$ cat config.mk
export PLATFORM = sky130hd
export DESIGN_NAME = issue_operand_fetch
export DESIGN_NICKNAME = d
export VERILOG_FILES = /design/src/rtl/issue_operand_fetch.sv
export SDC_FILE = /design/constraint.sdc
export NUM_CORES = 1
export LEC_CHECK = 0
export ABC_AREA = 1
export CORE_MARGIN = 2
export CORE_UTILIZATION = 46
export DETAILED_ROUTE_END_ITERATION = 7
export GPL_TIMING_DRIVEN = 0
export PLACE_DENSITY = 0.83
export SLEW_MARGIN = 20
export SYNTH_ARGS = -nofsm -noshare
export SYNTH_HDL_FRONTEND = slang
export SYNTH_SLANG_ARGS = --single-unit
$ cat constraint.sdc
create_clock -name clk -period 1.3 [get_ports clk]
set_input_delay 0.195 -clock clk [delete_from_list [all_inputs] [get_ports clk]]
set_output_delay 0.195 -clock clk [all_outputs]
set_load 0.02 [all_outputs]
$ cat src/rtl/issue_operand_fetch.sv
// Operand-fetch stage: drives PRF read addresses, merges a same-cycle writeback bypass and
// presents the op to execute through a registered output backed by a one-entry skid buffer.
module issue_operand_fetch #(
  parameter int unsigned ADDR_W = 6,
  parameter int unsigned DATA_W = 64,
  parameter int unsigned TAG_W  = 8
) (
  input  logic              clk,
  input  logic              reset,
  input  logic              flush,
  input  logic              in_valid,
  output logic              in_ready,
  input  logic [TAG_W-1:0]  in_tag,
  input  logic [ADDR_W-1:0] in_src1,
  input  logic [ADDR_W-1:0] in_src2,
  input  logic [ADDR_W-1:0] in_dst,
  output logic [ADDR_W-1:0] prf_addrb,
  output logic [ADDR_W-1:0] prf_addrc,
  input  logic [DATA_W-1:0] prf_doutb,
  input  logic [DATA_W-1:0] prf_doutc,
  input  logic              wb_we,
  input  logic [ADDR_W-1:0] wb_addr,
  input  logic [DATA_W-1:0] wb_data,
  output logic              out_valid,
  input  logic              out_ready,
  output logic [TAG_W-1:0]  out_tag,
  output logic [ADDR_W-1:0] out_dst,
  output logic [DATA_W-1:0] out_src1_data,
  output logic [DATA_W-1:0] out_src2_data
);

  typedef struct packed {
    logic [TAG_W-1:0]  tag;
    logic [ADDR_W-1:0] dst;
    logic [DATA_W-1:0] src1_data;
    logic [DATA_W-1:0] src2_data;
  } op_t;

  op_t  new_op;
  op_t  out_q, out_d;
  op_t  skid_q, skid_d;
  logic out_valid_q, out_valid_d;
  logic skid_valid_q, skid_valid_d;
  logic drain;
  logic accept;

  assign prf_addrb = in_src1;
  assign prf_addrc = in_src2;

  // PRF is not write-through, so a source written this cycle must come from the bypass.
  always_comb begin
    new_op.tag       = in_tag;
    new_op.dst       = in_dst;
    new_op.src1_data = (wb_we && (wb_addr == in_src1)) ? wb_data : prf_doutb;
    new_op.src2_data = (wb_we && (wb_addr == in_src2)) ? wb_data : prf_doutc;
  end

  assign in_ready = !skid_valid_q;
  assign drain    = out_valid_q && out_ready;
  assign accept   = in_valid && in_ready;

  always_comb begin
    out_d        = out_q;
    skid_d       = skid_q;
    out_valid_d  = out_valid_q;
    skid_valid_d = skid_valid_q;
    if (skid_valid_q) begin
      if (drain) begin
        out_d        = skid_q;
        out_valid_d  = 1'b1;
        skid_valid_d = 1'b0;
      end
    end else if (accept) begin
      if (!out_valid_q || drain) begin
        out_d       = new_op;
        out_valid_d = 1'b1;
      end else begin
        skid_d       = new_op;
        skid_valid_d = 1'b1;
      end
    end else if (drain) begin
      out_valid_d = 1'b0;
    end
    // Flush only kills valids; any drain this cycle has already completed for execute.
    if (flush) begin
      out_valid_d  = 1'b0;
      skid_valid_d = 1'b0;
    end
  end

  always_ff @(posedge clk) begin
    if (reset) begin
      out_valid_q  <= 1'b0;
      skid_valid_q <= 1'b0;
      out_q        <= '0;
      skid_q       <= '0;
    end else begin
      out_valid_q  <= out_valid_d;
      skid_valid_q <= skid_valid_d;
      out_q        <= out_d;
      skid_q       <= skid_d;
    end
  end

  assign out_valid     = out_valid_q;
  assign out_tag       = out_q.tag;
  assign out_dst       = out_q.dst;
  assign out_src1_data = out_q.src1_data;
  assign out_src2_data = out_q.src2_data;

endmodule

* Word level (Yosys, flattened, before mapping)
Cells that the tools add are included.
** Operators by class
- Eq/ne operators :: 4
- Mux-type cells :: 15
- Bitwise logic cells :: 2
- Reductions and logical operators :: 14
** Operators by type and width (count)
- 142-bit 2-to-1 mux :: 4
- 64-bit 2-to-1 mux :: 2
- 6-bit equality test :: 2
- 1-bit 2-to-1 mux :: 9
- 3-bit AND reduction :: 3
- 2-bit nonzero test :: 3
- 1-bit logical AND :: 4
- 3-bit by 2-bit != test with 1-bit output, second input constant :: 1
- 1-bit logical NOT :: 2
- 2-bit by 1-bit != test with 1-bit output, second input constant :: 1
- 1-bit inverter :: 2
- 2-bit OR reduction :: 1
- 1-bit logical OR :: 1
** Storage, ports and cells
- Flip-flop bits (word level) :: 286
- Input bits :: 230
- Output and inout bits :: 156
- Word-level logic and storage cells :: 45

* Logic depth before layout (Yosys ltp)
Gate-level depths: netlist (run 1).
- Word-level depth :: 6
- Depth in mapped cells :: 13
- Depth with buffers taken out :: 12

* Worst setup path after synthesis (run 1)
No wires, ideal clock.
- Kind :: reg-to-reg
- Start :: register out_valid_q (netlist: out_valid)
- End :: register skid_q[121] (netlist bit)
- Setup time :: 109 ps
- Arrival time :: 1364 ps
- Data required time :: 1191 ps
- Slack :: -173 ps
- Cell stages (with the launch flop) :: 10
- Path buffers :: 2
- Period minus slack after synthesis :: 1473 ps
- Cells stage by stage :: dfxtp_1 -> inv_1 -> nor2_2 -> nand3_2 -> inv_2 -> buf_4 -> buf_2 -> nand2_1 -> nand2_1 -> inv_1
** On the way
- Word-level cells in the longest chain between the ends :: 4
- Elaborated cells on any way between the ends :: 5
- Those cells by class :: 1 x bitwise; 4 x reduce/logical
** RTL lines
- from (decl) :: RTL line 42 : logic out_valid_q, out_valid_d;
- from (signal assigned) :: RTL line 98 : out_valid_q <= out_valid_d;
- 1-bit logical NOT or 1-bit logical AND (tied branches) :: RTL line 74, 59
- 1-bit logical OR * :: RTL line 74 : if (!out_valid_q || drain) begin
- 1-bit inverter (no line) *
- 3-bit AND reduction (no line) *
- to (signal assigned) :: RTL line 101 : skid_q <= skid_d;
- to (decl) :: RTL line 41 : op_t skid_q, skid_d;
Mark *: on every way between the ends. The rest lies on a longest branch, timed or not.
A chain may end at the register's enable or synchronous reset.

* Worst setup path after layout (run 1)
- Start :: register skid_valid_q
- End :: register out_q, in the netlist out_src2_data[41]
** On the way
- Word-level cells in the longest chain between the ends :: 4
- Elaborated cells on any way between the ends :: 7
- Those cells by class :: 1 x eq/ne; 1 x mux; 5 x reduce/logical
** RTL lines
- from (decl) :: RTL line 43 : logic skid_valid_q, skid_valid_d;
- from (signal assigned) :: RTL line 99 : skid_valid_q <= skid_valid_d;
- 1-bit logical NOT :: RTL line 58 : assign in_ready = !skid_valid_q;
- 1-bit logical AND :: RTL line 60 : assign accept = in_valid && in_ready;
- 2-bit nonzero test (no line)
- 3-bit AND reduction (no line)
- to (signal assigned) :: RTL line 100 : out_q <= out_d;
- to (decl) :: RTL line 40 : op_t out_q, out_d;
Several ways; a longest one is shown, not always the timed one.

==> results of run 1 <==
-- synthesized netlist by cell type --
cell type  count
nand2_1      570
inv_1        335
nor2_1       287
dfxtp_1      286
a21oi_1      258
nand3_1      138
nand3_2      121
o21ai_0      116
buf_2         52
clkbuf_1      51
o21ai_1       42
buf_4         24
buf_12        19
buf_6         17
a31oi_1       14
buf_1         11
inv_2          8
nor2_4         3
nor2_2         2
a21oi_2        1
buf_8          1
clkinv_1       1
nand2_2        1
nand2_4        1
nor3_1         1
o21ai_2        1
or2_2          1
-- tightest hold or removal path: stages --
cell and delay (ns):
clkdlybuf4s50_1 0.42, nand2_1 0.08, a31oi_1 0.08
-- sequential cells by signal, indices dropped and copies added (netlist names) --
name and flops:
skid_q 142, out_valid 1, out_tag 8, out_dst 6, skid_valid_q 1, out_src2_data 64, out_src1_data 64
-- path summary, 6_finish.rpt --
kind / startpoint / endpoint / slack (ns) / depth (start not counted)
hold reg to reg: skid_q[139] / skid_q[139] / 0.48 / 2
setup / recovery: skid_valid_q / out_src2_data[41] / -0.42 / 9
setup reg to reg: skid_valid_q / out_src2_data[41] / -0.42 / 9
hold / removal: in_dst[1] / out_dst[1] / 0.24 / 3
-- stage by stage --
stage | hold slack, ns | area, um2 | setup slack (ns)
2_1_floorplan | 0.356 | 15700 | -0.0134
3_3_place_gp | 0.458 | 20200 | -1.09
3_5_place_dp | 0.472 | 20200 | -1.11
4_1_cts | 0.233 | 22000 | -0.253
5_1_grt | 0.271 | 24100 | -0.433
6_report | 0.244 | 24100 | -0.422
-- what timing repair did --
| action | in CTS | in global routing |
|---|---|---|
| buffers inserted | 17 | 22 |
| endpoints found under the setup margin | 442 | 433 |
| cloned | 10 | 32 |
| resized for setup | 452 | 989 |
| pin swaps | 22 | 140 |
-- report_power, final --
| group | internal (W) | leakage [nW] | switching, W | total (W) |
|---|---|---|---|---|
| registers | 0.00926 | 2.36 | 0.000357 | 0.00961 |
| clock network | 0.00603 | 0.545 | 0.00381 | 0.00984 |
| logic | 0.00232 | 9.19 | 0.00291 | 0.00523 |
| total | 0.0176 | 12.1 | 0.00708 | 0.0247 |
-- final cells by class --
class                      instances  area, um2
sequential                       286       5790
buffer                           171       1930
antenna                            1       2.50
fill                            2390       9460
inverter                         344       1310
clock buffer                      43        871
multi-input combinational       1558       8670
tap                              448        561
clock inverter                    13        243
timing repair buffer             458       4700
-- cell families after synthesis --
kind of cell           count (synthesis)
flip-flops                           286
AND/OR/NAND/NOR                     1125
AO/OA/AOI/OAI                        432
buffers and inverters                519
-- cells in the final DEF, fill, tap and decap left out, types with 43 or more instances in the layout --
cell             instances
nand2_1                430
inv_1                  308
dfxtp_1                244
nor2_1                 235
clkdlybuf4s50_1        220
a21oi_1                208
nand3_1                137
nand3_2                121
buf_4                  116
nand2_2                 96
o21ai_1                 85
clkbuf_2                84
clkbuf_16               62
a21oi_2                 49
buf_12                  49
nand2_4                 46
o21ai_2                 43
-- layer usage --
metal / share of wire, % / wire length [um] / global-route usage (%) / vias to the layer above
met1: 37 / 24400 / 38.1 / 8558
li1: - / - / - / 8363
met2: 46 / 30200 / 52.6 / 1251
met5: 0 / 0 / 0 / -
met3: 10 / 6550 / 5.29 / 279
met4: 6.2 / 4070 / 14.5 / 0
==> flow_summary.yaml, run 1 <==
outcome:
  status: "complete, but fails checks"
  failed_checks: "setup timing"
global_route:
  grtUsageTotal_pct: 30.9
  grt_pass1_wl_um: 88700
  grt_pass1_vias: 17168
  antenna_found_initial: 1
  overflow: 0
  grt_max_degree: 15
yosys:
  synth_top_family_by_area: "simple AND/OR/NAND/NOR gates"
  synthAdderAreaFrac_pct: 0
  synth.area.mux_share_pct: 0
  yosysTopAreaCell: "dfxtp_1"
  synth_compound_area_share_pct: 14.0
  synthXorXnorAreaFrac_pct: 0
  netlist_area_mm2: 0.0157
  syn_avg_cell_area_um2: 6.63
  synth-seq-cells: 286
  yosys_warnings: 0
  yosys.cell_types.count: 27
  netlist.area_leader.share_pct: 36.6
  ys_top_cells_by_area: "dfxtp_1 37%, nand2_1 14%, a21oi_1 8.2%"
  syn_inst: 2362
  yosys.area_share.simple_pct: 33.2
  syn_nets: 2592
  synth-seq-area-share_pct: 36.6
clock_network:
  clockBufferDepth: 3
  cts_hold_buf: 0
  cts_max_level: 1
  clk_latency_ns: 0.57
  cts_tree: "built"
  clock-sinks: 286
  cts-root-buf: "clkbuf_16"
  clkTransAtPathRegs_ns: 0.07
  numCtsBuffers: 30
sta:
  finalSetupViolCount: 288
  setup_ws_ns: -0.422
  maxSlewHeadroom_pct: 54.2
  min_period_ns: 1.72
  finalHoldViolCount: 0
  tightestPinTransition_ns: 0.687
  slew_viol_final: 0
  fmax_mhz: 581
  fin_crit_sh_pct: 132
  rsz0062_at_grt: "true"
  finalClockSkew_ns: 0.0175
  setup_tns_ns: -82.43
place:
  dp_cells: 3195
  io_buffer_count: 385
  dp_hpwl_um: 40300
  gp_congestion: 0.923
power_and_ir_drop:
  fin_total_pwr_w: 0.0247
  irDropWorstVdd_mv: 1.15
  leakage_nw: 12.1
  power_density_mw_per_mm2: 1030
critical_path:
  path_buf_inv: 5
  cp_slowest_cell: "dfxtp_4"
  path_max_fanout: 5
  cp-start-kind: "flop"
  cp.required_ns: 1.79
  endpoint_kind: "flop"
  crit_top_cell: "clkbuf_16"
  setup.worst_path.class: "reg2reg"
  worstPathCellList: "buf_12 -> a21oi_4 -> o21ai_4 -> inv_4 -> buf_6 -> clkbuf_16 -> clkbuf_16 -> o21ai_1 -> a21oi_1"
  worstPathArrival_ns: 2.22
  critPathMaxStageDelay_ns: 0.37
  crit_family: "buffers and inverters"
routing:
  totalWireLength_um: 65200
  vias: 18451
  drc: 0
  wire_per_inst_um: 19.6
  first_pass_iters: 8
  drt_first_iter_violations: 1988
  ant_nets: 0
  vias_per_cell: 5.55
floorplanning:
  io-pin-count: 386
  dieArea_mm2: 0.0355
  num_rows: 67
  core_mm2: 0.0335
  start_util_pct: 46.7
  die_width_um: 188
  die_y_um: 188
cells_and_area:
  final_layout_size_suffix_gt1_share_pct: 32.3
  finalNonFillerCells: 3322
  syn2layout_area_growth_pct: 53.8
  nNetsFinal: 3079
  final_util_pct: 71.8
worst_hold_path:
  hp-class: "in2reg"
flow_run:
  cap_violations: 0
Note: power is estimated with default switching activity, not from simulation.
==> run 2, diff against run 1 <==
Settings changed: CORE_UTILIZATION 46 to 50, CTS_BUF_LIST set to sky130_fd_sc_hd__clkbuf_8, PLACE_DENSITY 0.83 to 0.86.
Clock period 1.3 ns to 1.7 ns, I/O delays scaled along.
==> run 2 against run 1 <==
The run ends with DRC left. Setup slack gained 0.45 ns. Highest routed layer unchanged. Cell count decreased by 2.6%. Combinational power shrank 37%. Power down 31%. Register-to-register slack improved by 0.48 ns. Critical path depth shrank 6. Flip-flop and latch count is the same. Routed wire length down 17%. Via count down 6.6%. Hold slack improved by 0.068 ns. Clock-buffer cell count grew 20. Sequential power is 24% lower.
==> flow_summary.yaml, run 2 (synthesis results as in run 1) <==
outcome:
  status: "complete, but fails checks"
  failed_checks: "DRC"
clock_network:
  cts-root-buf: "clkbuf_8"
  cts_tree: "built"
  clock-sinks: 286
  clockBufferDepth: 3
  clkTransAtPathRegs_ns: 0.06
  clk_latency_ns: 0.57
  cts_hold_buf: 0
  cts_max_level: 2
  numCtsBuffers: 48
power_and_ir_drop:
  leakage_nw: 11.0
  power_density_mw_per_mm2: 805
  irDropWorstVdd_mv: 0.499
floorplanning:
  die_width_um: 181
  start_util_pct: 50.9
  io-pin-count: 386
  dieArea_mm2: 0.0327
  num_rows: 64
  die_y_um: 181
  core_mm2: 0.0307
sta:
  fin_crit_sh_pct: 98.4
  slew_viol_final: 0
  finalHoldViolCount: 0
  tightestPinTransition_ns: 0.657
  min_period_ns: 1.67
  fmax_mhz: 598
  finalClockSkew_ns: 0.0175
  finalSetupViolCount: 0
  maxSlewHeadroom_pct: 56.2
  rsz0062_at_grt: "true"
  setup_ws_ns: 0.0280
global_route:
  grt_pass1_wl_um: 83900
  antenna_found_initial: 4
  grt_max_degree: 12
  grt_pass1_vias: 16797
  overflow: 0
  grtUsageTotal_pct: 31.7
cells_and_area:
  nNetsFinal: 3030
  layout_common_cells: "570 x nand2_1, 351 x inv_1, 287 x nor2_1, 285 x dfxtp_1, 258 x a21oi_1"
  finalNonFillerCells: 3237
  largest_register_ffs: 142
  final_layout_size_suffix_gt1_share_pct: 12.3
  fillers: 2568
  final_util_pct: 68.5
  regMostFlops: "skid_q"
  final_common_cell: "nand2_1"
  syn2layout_area_growth_pct: 34.5
critical_path:
  startpoint: "skid_valid_q"
  cp-start-kind: "flop"
  r2r_start: "skid_valid_q"
  endpoint_kind: "output port"
  path_max_fanout: 10
  cp.required_ns: 1.44
  worstPathArrival_ns: 1.42
  worstRegToRegCells: 8
  setup.worst_path.class: "reg2out"
routing:
  ant_nets: 0
  wire_per_inst_um: 16.7
  totalWireLength_um: 54200
  first_pass_iters: 8
  vias_per_cell: 5.32
  vias: 17228
  drc: 4
  drt_first_iter_violations: 1454
worst_hold_path:
  hp-class: "in2reg"
  min_delay_path_depth: 3
  hold_start: "in_tag[2]"
place:
  dp_cells: 3143
  io_buffer_count: 385
  gp_congestion: 0.923
  dp_slack_ns: -0.955
  dp_hpwl_um: 39500
flow_run:
  cap_violations: 0
-- run 2: final timing paths --
| check | slack [ns] | end |
|---|---|---|
| max | 0.03 | in_ready |
| max reg2reg | 0.06 | out_src1_data[59] |
| min reg2reg | 0.48 | out_dst[5] |
| min | 0.31 | out_tag[2] |
-- run 2: what timing repair did --
action,CTS,global route
setup endpoints to repair,420,194
resized for setup,202,53
setup buffers,2,0
gates cloned,0,1
-- run 2: metrics by stage --
step           total power [W]  hold slack [ns]  instance area (um2)  setup TNS, ns
3_5_place_dp            0.0108            0.469                20000        -183.25
5_1_grt                 0.0175            0.315                21100        -0.0142
2_1_floorplan          0.00915            0.416                15700              0
3_3_place_gp            0.0107            0.459                20000        -176.53
4_1_cts                 0.0169            0.286                20900         -0.160
6_report                0.0170            0.312                21100              0
-- run 2: area by class of cell --
type	instances	area, um2	area share [%]
sequential	286	5730	27.2
buffer	175	1430	6.78
tap	396	495	2.35
inverter	344	1310	6.20
timing repair buffer	388	3700	17.6
clock buffer	63	867	4.12
clock inverter	24	125	0.594
antenna	4	10.0	0.0475
multi-input combinational	1557	7400	35.2
-- run 2: worst max-delay path: stages (launching register included) --
cell and delay (ns):
dfxtp_2 0.36, inv_8 0.14, buf_6 0.17, clkbuf_4 0.18
-- run 2: where the power goes --
| part | internal [W] | leakage [nW] | total, W | switching [W] |
|---|---|---|---|---|
| clock network | 0.00346 | 0.580 | 0.00639 | 0.00294 |
| registers | 0.00707 | 2.35 | 0.00727 | 0.000206 |
| logic | 0.00140 | 8.08 | 0.00329 | 0.00188 |
| total | 0.0119 | 11.0 | 0.0170 | 0.00502 |
-- run 2: routing by layer --
metal,share of wire (%),track usage (%)
met4,5.5,18.2
met3,8.7,5.62
met2,47,54.0
met1,39,37.6
met5,0,0
